<file path="src/rtl/svm_label_packer.sv">
`default_nettype none
// +--------------------------------------------------------------------------+
// | Module      : svm_label_packer                                           |
// | Description : Packs the classifier's 1-bit label stream LSB-first into   |
// |               PACK_W-bit words, buffers them in a first-word-fall-       |
// |               through FIFO and presents them on a valid/ready port.      |
// |               Optional positive-label counter enabled by the macro       |
// |               SVM_PACK_POSCNT_EN (pos_count tied to 0 otherwise).        |
// | Ports       : clk, reset (sync, active-low)                              |
// |               DE_in/label    - label stream from the classifier          |
// |               flush          - emit current partial word                 |
// |               out_data/out_count/out_valid/out_ready - FIFO head port    |
// |               overflow       - sticky word-drop flag                     |
// |               pos_count      - saturating count of accepted 1-labels     |
// | Revision    : 1.0 - initial release                                      |
// +--------------------------------------------------------------------------+
module svm_label_packer #(
  parameter int PACK_W     = 16,
  parameter int FIFO_DEPTH = 4,
  parameter int CNT_BW     = 16
) (
  input  logic                          clk,
  input  logic                          reset,
  input  logic                          DE_in,
  input  logic                          label,
  input  logic                          flush,
  output logic [PACK_W-1:0]             out_data,
  output logic [$clog2(PACK_W+1)-1:0]   out_count,
  output logic                          out_valid,
  input  logic                          out_ready,
  output logic                          overflow,
  output logic [CNT_BW-1:0]             pos_count
);

  localparam int FILL_W = $clog2(PACK_W);
  localparam int CNT_W  = $clog2(PACK_W + 1);
  localparam int AW     = $clog2(FIFO_DEPTH);

  // Packer state
  logic [FILL_W-1:0] fill_q, fill_d;
  logic [PACK_W-1:0] pack_q, pack_d;
  logic [PACK_W-1:0] push_data;
  logic [CNT_W-1:0]  push_cnt;
  logic              push;
  logic              full_word;

  // FIFO state
  logic [PACK_W-1:0] mem_data_q [FIFO_DEPTH];
  logic [CNT_W-1:0]  mem_cnt_q  [FIFO_DEPTH];
  logic [AW-1:0]     wr_ptr_q, rd_ptr_q;
  logic [AW:0]       occ_q;
  logic              overflow_q;
  logic              fifo_full;
  logic              pop;
  logic              do_push;
  logic              drop;

  // push_data is the current word with the coincident label merged in; it
  // serves both as the enqueued word and as the next packer contents.
  always_comb begin
    pack_d    = pack_q;
    fill_d    = fill_q;
    push_data = pack_q;
    push_cnt  = CNT_W'(fill_q);
    push      = 1'b0;
    full_word = DE_in && (fill_q == FILL_W'(PACK_W - 1));
    if (DE_in) begin
      push_data[fill_q] = label;
      push_cnt          = CNT_W'(fill_q) + CNT_W'(1);
    end
    // A full word takes priority; a coincident flush adds nothing more.
    if (full_word) begin
      push = 1'b1;
    end else if (flush && ((fill_q != '0) || DE_in)) begin
      push = 1'b1;
    end
    if (push) begin
      pack_d = '0;
      fill_d = '0;
    end else if (DE_in) begin
      pack_d = push_data;
      fill_d = fill_q + FILL_W'(1);
    end
  end

  assign out_valid = (occ_q != '0);
  assign fifo_full = (occ_q == (AW+1)'(FIFO_DEPTH));
  assign pop       = out_valid && out_ready;
  // A pop on the same edge frees the slot, so a full FIFO can still accept.
  assign do_push   = push && (!fifo_full || pop);
  assign drop      = push && fifo_full && !pop;

  always_ff @(posedge clk) begin
    if (!reset) begin
      fill_q     <= '0;
      pack_q     <= '0;
      wr_ptr_q   <= '0;
      rd_ptr_q   <= '0;
      occ_q      <= '0;
      overflow_q <= 1'b0;
    end else begin
      fill_q <= fill_d;
      pack_q <= pack_d;
      if (pop) begin
        rd_ptr_q <= rd_ptr_q + AW'(1);
      end
      if (do_push) begin
        wr_ptr_q <= wr_ptr_q + AW'(1);
      end
      case ({do_push, pop})
        2'b10:   occ_q <= occ_q + (AW+1)'(1);
        2'b01:   occ_q <= occ_q - (AW+1)'(1);
        default: occ_q <= occ_q;
      endcase
      if (drop) begin
        overflow_q <= 1'b1;
      end
    end
  end

  // Storage needs no reset: the head is masked whenever the FIFO is empty.
  always_ff @(posedge clk) begin
    if (reset && do_push) begin
      mem_data_q[wr_ptr_q] <= push_data;
      mem_cnt_q[wr_ptr_q]  <= push_cnt;
    end
  end

  assign out_data  = out_valid ? mem_data_q[rd_ptr_q] : '0;
  assign out_count = out_valid ? mem_cnt_q[rd_ptr_q]  : '0;
  assign overflow  = overflow_q;

`ifdef SVM_PACK_POSCNT_EN
  logic [CNT_BW-1:0] pos_q;

  always_ff @(posedge clk) begin
    if (!reset) begin
      pos_q <= '0;
    end else if (DE_in && label && (pos_q != '1)) begin
      pos_q <= pos_q + CNT_BW'(1);
    end
  end

  assign pos_count = pos_q;
`else
  assign pos_count = '0;
`endif

endmodule
`default_nettype wire

</file>
<file path="config.mk">
export PLATFORM = sky130hd
export DESIGN_NAME = svm_label_packer
export DESIGN_NICKNAME = d
export VERILOG_FILES = /design/src/rtl/svm_label_packer.sv
export SDC_FILE = /design/constraint.sdc
export NUM_CORES = 1
export LEC_CHECK = 0
export BUFFER_PORTS_ARGS = -buffer_cell sky130_fd_sc_hd__buf_4
export CAP_MARGIN = 20
export CORE_MARGIN = 2
export CORE_UTILIZATION = 30
export DETAILED_ROUTE_END_ITERATION = 8
export GPL_TIMING_DRIVEN = 0
export HOLD_SLACK_MARGIN = 0.1
export PLACE_DENSITY = 0.45
export SETUP_SLACK_MARGIN = 0.1
export SLEW_MARGIN = 10
export SYNTH_ARGS = -nofsm -noshare
export SYNTH_HDL_FRONTEND = slang
export SYNTH_SLANG_ARGS = --single-unit
</file>
<file path="constraint.sdc">
create_clock -name clk -period 7.1 [get_ports clk]
set_clock_uncertainty 0.15 [all_clocks]
set_input_delay 0.355 -clock clk [delete_from_list [all_inputs] [get_ports clk]]
set_output_delay 0.355 -clock clk [all_outputs]
set_load 0.05 [all_outputs]
</file>
; After elaboration in Yosys (flattened, before gate mapping)
; Memory sizes are Yosys's and may differ from the RTL's. A register that Yosys moved wholly into a read port is not among the register bits.
; Cells that the tools add are included.
[totals]
register_bits = 28
mem_bits_rw = 84
out_inout_bits = 39
wordCells = 53
n_memories = 2
[classes]
n_addsub = 6
magnitude_cmp = 2
n_eq_ne = 4
muxes = 16
n_bitwise = 1
reduce_logical = 16
[mem_list]
columns = name, depth, word_bits, read_ports, rd_ports_with_merged_regs, wr, line_no
row1 = mem_data_q, 4, 16, 1, 1, 1, 48  ; logic [PACK_W-1:0] mem_data_q [FIFO_DEPTH];
row2 = mem_cnt_q, 4, 5, 1, 1, 1, 49  ; logic [CNT_W-1:0] mem_cnt_q [FIFO_DEPTH];
[ops]
columns = op, count
row1 = 2-to-1 mux 16 bit, 2
row2 = bitwise mux 16 bit, 1
row3 = 2-to-1 mux 5 bit, 2
row4 = logical AND 1 bit, 8
row5 = 2-to-1 mux 2 bit, 4
row6 = case mux 3 bit (2 select lines), 1
row7 = "adder 4 x 1 -> 5 bit, second input constant", 1
row8 = "less-than comparator 4 x 5 -> 1 bit, second input constant", 1
row9 = 2-to-1 mux 1 bit, 5
row10 = "adder 2 x 1 -> 2 bit, second input constant", 2
row11 = "adder 4 x 1 -> 4 bit, second input constant", 1
row12 = demux 1 bit (select 4 bit), 1
row13 = "equality test 4 bit, second input constant", 1
row14 = ">= comparator 4 x 1 -> 1 bit, second input constant", 1
row15 = nonzero test 4 bit, 1
row16 = "adder 3 x 1 -> 3 bit, second input constant", 1
row17 = "equality test 3 bit, second input constant", 1
row18 = nonzero test 3 bit, 1
row19 = "subtractor 3 x 1 -> 3 bit, second input constant", 1
row20 = "equality test 2 x 1 -> 1 bit, second input constant", 1
row21 = "equality test 2 bit, second input constant", 1
row22 = zero test 1 bit, 2
row23 = logical OR 1 bit, 2
row24 = nonzero test 2 bit, 1
row25 = 2 further kinds, 2

; Depth between registers and ports, before layout
[depth]
ltp_word = 9
ltp_mapped = 10
mapped_depth_nobuf = 9

; Least setup slack after synthesis
; Ideal clock, no wire load.
[synth_path]
path_type = register -> register
startpoint = register fill_q[0]
endpoint = memory mem_cnt_q[1][0] in the netlist's numbering, enable pin
t_arrival_ns = 1.948
setup_slack_ns = 4.623
stages_incl_launch_ff = 6
period_less_slack_ns = 2.477
path_cell_list = dfxtp_1 inv_1 ha_1 nor4b_4 nor4_4 and3_1
[synth_via]
elab_chain_cells = 9
elab_cells_between_ends = 11
[synth_rtl]
columns = item, line_no
row1 = from (decl), 40  ; logic [FILL_W-1:0] fill_q, fill_d;
row2 = from (signal assigned), 102  ; fill_q <= fill_d;
row3 = nonzero test 4 bit, 74  ; end else if (flush && ((fill_q != '0) || DE_in)) begin
row4 = logical OR 1 bit, 74
row5 = logical AND 1 bit, 74
row6 = 2-to-1 mux 1 bit, 74
row7 = 2-to-1 mux 1 bit (*), 72  ; if (full_word) begin
row8 = logical AND 1 bit (*), 90  ; assign do_push = push && (!fifo_full || pop);
row9 = logical AND 1 bit (*), 123  ; if (reset && do_push) begin
row10 = 2-to-1 mux 1 bit (*), 123
row11 = 2-to-1 mux 1 bit (not written as such) (*), 125  ; mem_cnt_q[wr_ptr_q] <= push_cnt;
row12 = to (decl), 49
; Every way passes the cells marked *; elsewhere a longest branch is shown, timed or not.

; Worst setup path in the final report
[layout_path]
startpoint = register fill_q[0]
endpoint = memory mem_data_q[2][2], enable pin
[layout_via]
elab_chain_cells = 9
elab_cells_between_ends = 11
[layout_rtl]
columns = item, line_no
row1 = nonzero test 4 bit, 74
row2 = logical OR 1 bit, 74
row3 = logical AND 1 bit, 74
row4 = 2-to-1 mux 1 bit, 74
row5 = 2-to-1 mux 1 bit (*), 72
row6 = logical AND 1 bit (*), 90
row7 = logical AND 1 bit (*), 123
row8 = 2-to-1 mux 1 bit (*), 123
row9 = 2-to-1 mux 1 bit (not written as such) (*), 124  ; mem_data_q[wr_ptr_q] <= push_data;
row10 = to (decl), 48
; Marked as above.

==> results.ini <==
[setup_path]
path_class=flop to flop
timing.rr.end=mem_data_q[2][2]
crit_path_top_delay_cell=and3_1
crit_end=mem_data_q[2][2]
cp_max_fo=11
r2r-start=fill_q[0]
cp_cell_sequence=inv_1 -> ha_1 -> nor4b_4 -> nor4_4 -> and3_1 -> buf_8
startpoint_type=flop
cp.depth=6
cp.buffers_inverters=2
cp_top_family=simple AND/OR/NAND/NOR gates
crit_start=fill_q[0]
max_stage_delay_ns=0.70
rrSetupSlack_ns=4.20
cp_data_required_time_ns=7.07
ff2ff_path_depth=6
cp.arrival_ns=2.86
end_kind=flop

[logic_synthesis]
synth.distinct_cells=38
avgSynthCellArea_um2=15.8
synth-seq-area-share_pct=64.5
synth-edff-count=84
netlist_area_um2=4840
synth_ff_type=edfxtp_1
ys_async_sr_fraction_pct=0
ys_seq_elements=114
synth_cells=307
synth_warnings=0

[cts]
cts_buffer_depth=2
clkTransAtPathRegs_ns=0.05
clock_latency_ns=0.41
htreeDepth=4
numCtsBuffers=17
cts_resized=0
root_buffer=clkbuf_16
hold_buffers=0
cts_tree=built
cts_sinks=114
postCtsSetupRepairBufs=0

[timing]
finalSetupTns_ns=0
relSlewSlack_pct=41.9
hold_violations=0
fin_ws_ns=4.20
worstMarginPinSlew_ns=0.860
period_share_pct=40.8
finalMaxSlewViolations=0
setup_violations=0
fmaxAchievable_mhz=345
fin_crit_ns=2.90
grt_setup_unrepaired=no

[floorplanning]
core_area_um2=15800
rows=46
die_x_um=131
initial_utilization_pct=30.6
dieHeight_um=131
dieArea_um2=17200
io_pins=45

[layout]
multi_input_area_um2=1550
syn_to_final_growth_pct=24.7
most-common-layout-cells=edfxtp_1 (84), buf_4 (45), dfxtp_1 (30), nand2_1 (23), and2_1 (22)
final_common_cell=edfxtp_1
drive_gt1_share_pct=31.8
antenna_cells=0
fillers=1497
seq_area_um2=3120
final_nets=386
fin_cells=600

[placement]
place_ws_ns=4.20
place.gp.congestion=0.726
placed_cells=568
io_buffers=27
dp_hpwl_um=6240

[drt]
ant_nets=0
routedWlPerCell_um=15.6
via_count=2529
drt_first_pass_iters=4
drc=0
drt_iter0_markers=143
viasPerCell=4.22
finalWirelength_um=9370

[global_route]
track_usage_pct=12.3
grt_start_max_net_pins=22
grt_pass1_vias=2686
grt_pass1_wl_um=14900
grt_overflow=0
antenna_found_initial=0

[pwr]
p_per_area_nw_per_um2=392
vdd_drop_max_uv=236
p_leak_uw=0.00221

[run]
maxCapViolations=0

[min_path]
hp-class=input pin to flop

[run_status]
status=completed

==> state kept, by name (all words and copies together), names as in the netlist, named ones only <==
| register | cells |
|---|---|
| occ_q | 3 |
| pack_q | 16 |
| wr_ptr_q | 2 |
| fill_q | 4 |
| mem_data_q | 64 |
| mem_cnt_q | 20 |
| rd_ptr_q | 2 |
| overflow | 1 |
==> how the worst min path moves through the flow <==
stage,from,end,cells past startpoint
CTS,reset,occ_q[2],3
floorplan,occ_q[2],occ_q[2],2
detailed placement,overflow,overflow,1
global placement,overflow,overflow,1
finish,reset,occ_q[2],3
global route,label,mem_data_q[2][13],2
==> report_power, final <==
part	switching [uW]	total, uW	internal (uW)
clock network	271	849	578
registers	18.3	758	739
logic	489	758	269
total	779	2360	1590
==> kinds of logic (layout without fill, tap and decap cells) <==
kind of cell	count (synthesis)	after routing	synth area share, %
buffers and inverters	39	101	4.68
xor gates and xnor gates	7	7	1.27
adders and majority gates	9	9	2.48
muxes	42	42	14.8
DFF	114	114	64.5
other	1	16	0.0775
AOI/OAI and AO/OA	5	5	0.879
and+or+nand+nor	90	90	11.3
==> area by class of cell <==
type                            instances  share of cell area (%)
Sequential cell                       114                    51.7
Multi-Input combinational cell        169                    25.6
Clock buffer                           27                    8.17
Timing Repair Buffer                   30                    4.52
Tap cell                              216                    4.48
Buffer                                 31                    3.25
Clock inverter                          5                    1.70
Inverter                                8                   0.498
==> per-layer routing <==
layer	up-vias	track usage (%)	routed length, um
met5	-	0	0
met4	0	6.82	263
met3	22	3.99	412
met2	58	18.9	4360
met1	1222	15.4	4330
li1	1227	-	-
==> Yosys cell counts (2+ instances only) <==
cell type	instances	area share [%]
buf_4	18	2.8
clkbuf_1	8	0.62
ha_1	8	2.1
and3b_1	2	0.36
buf_2	4	0.41
nand2_1	23	1.8
mux2i_1	4	0.83
and3_1	11	1.4
and2_1	22	2.8
edfxtp_1	84	52
dfxtp_1	30	12
xor2_1	2	0.36
mux4_2	21	9.8
nor2_1	6	0.47
mux2_2	16	3.7
xnor2_1	5	0.90
inv_1	8	0.62
nor2b_1	15	1.9
==> tightest hold or removal path, stage by stage <==
cell      delay [ns]
clkbuf_1        0.20
nand2b_1        0.12
mux2i_1         0.06
==> per-stage QoR <==
stage / utilization [%] / hold WS (ns) / instance area [um2] / power, uW
after floorplan: - / 0.311 / 4900 / 1330
after global placement: 33.9 / 0.308 / 5370 / 1530
after detailed placement: 34.4 / 0.310 / 5440 / 1550
after CTS: 38.1 / 0.211 / 6040 / 2400
after global routing: 38.1 / 0.254 / 6040 / 2480
final: 38.1 / 0.222 / 6040 / 2360
(Power assumes the default switching activity.)
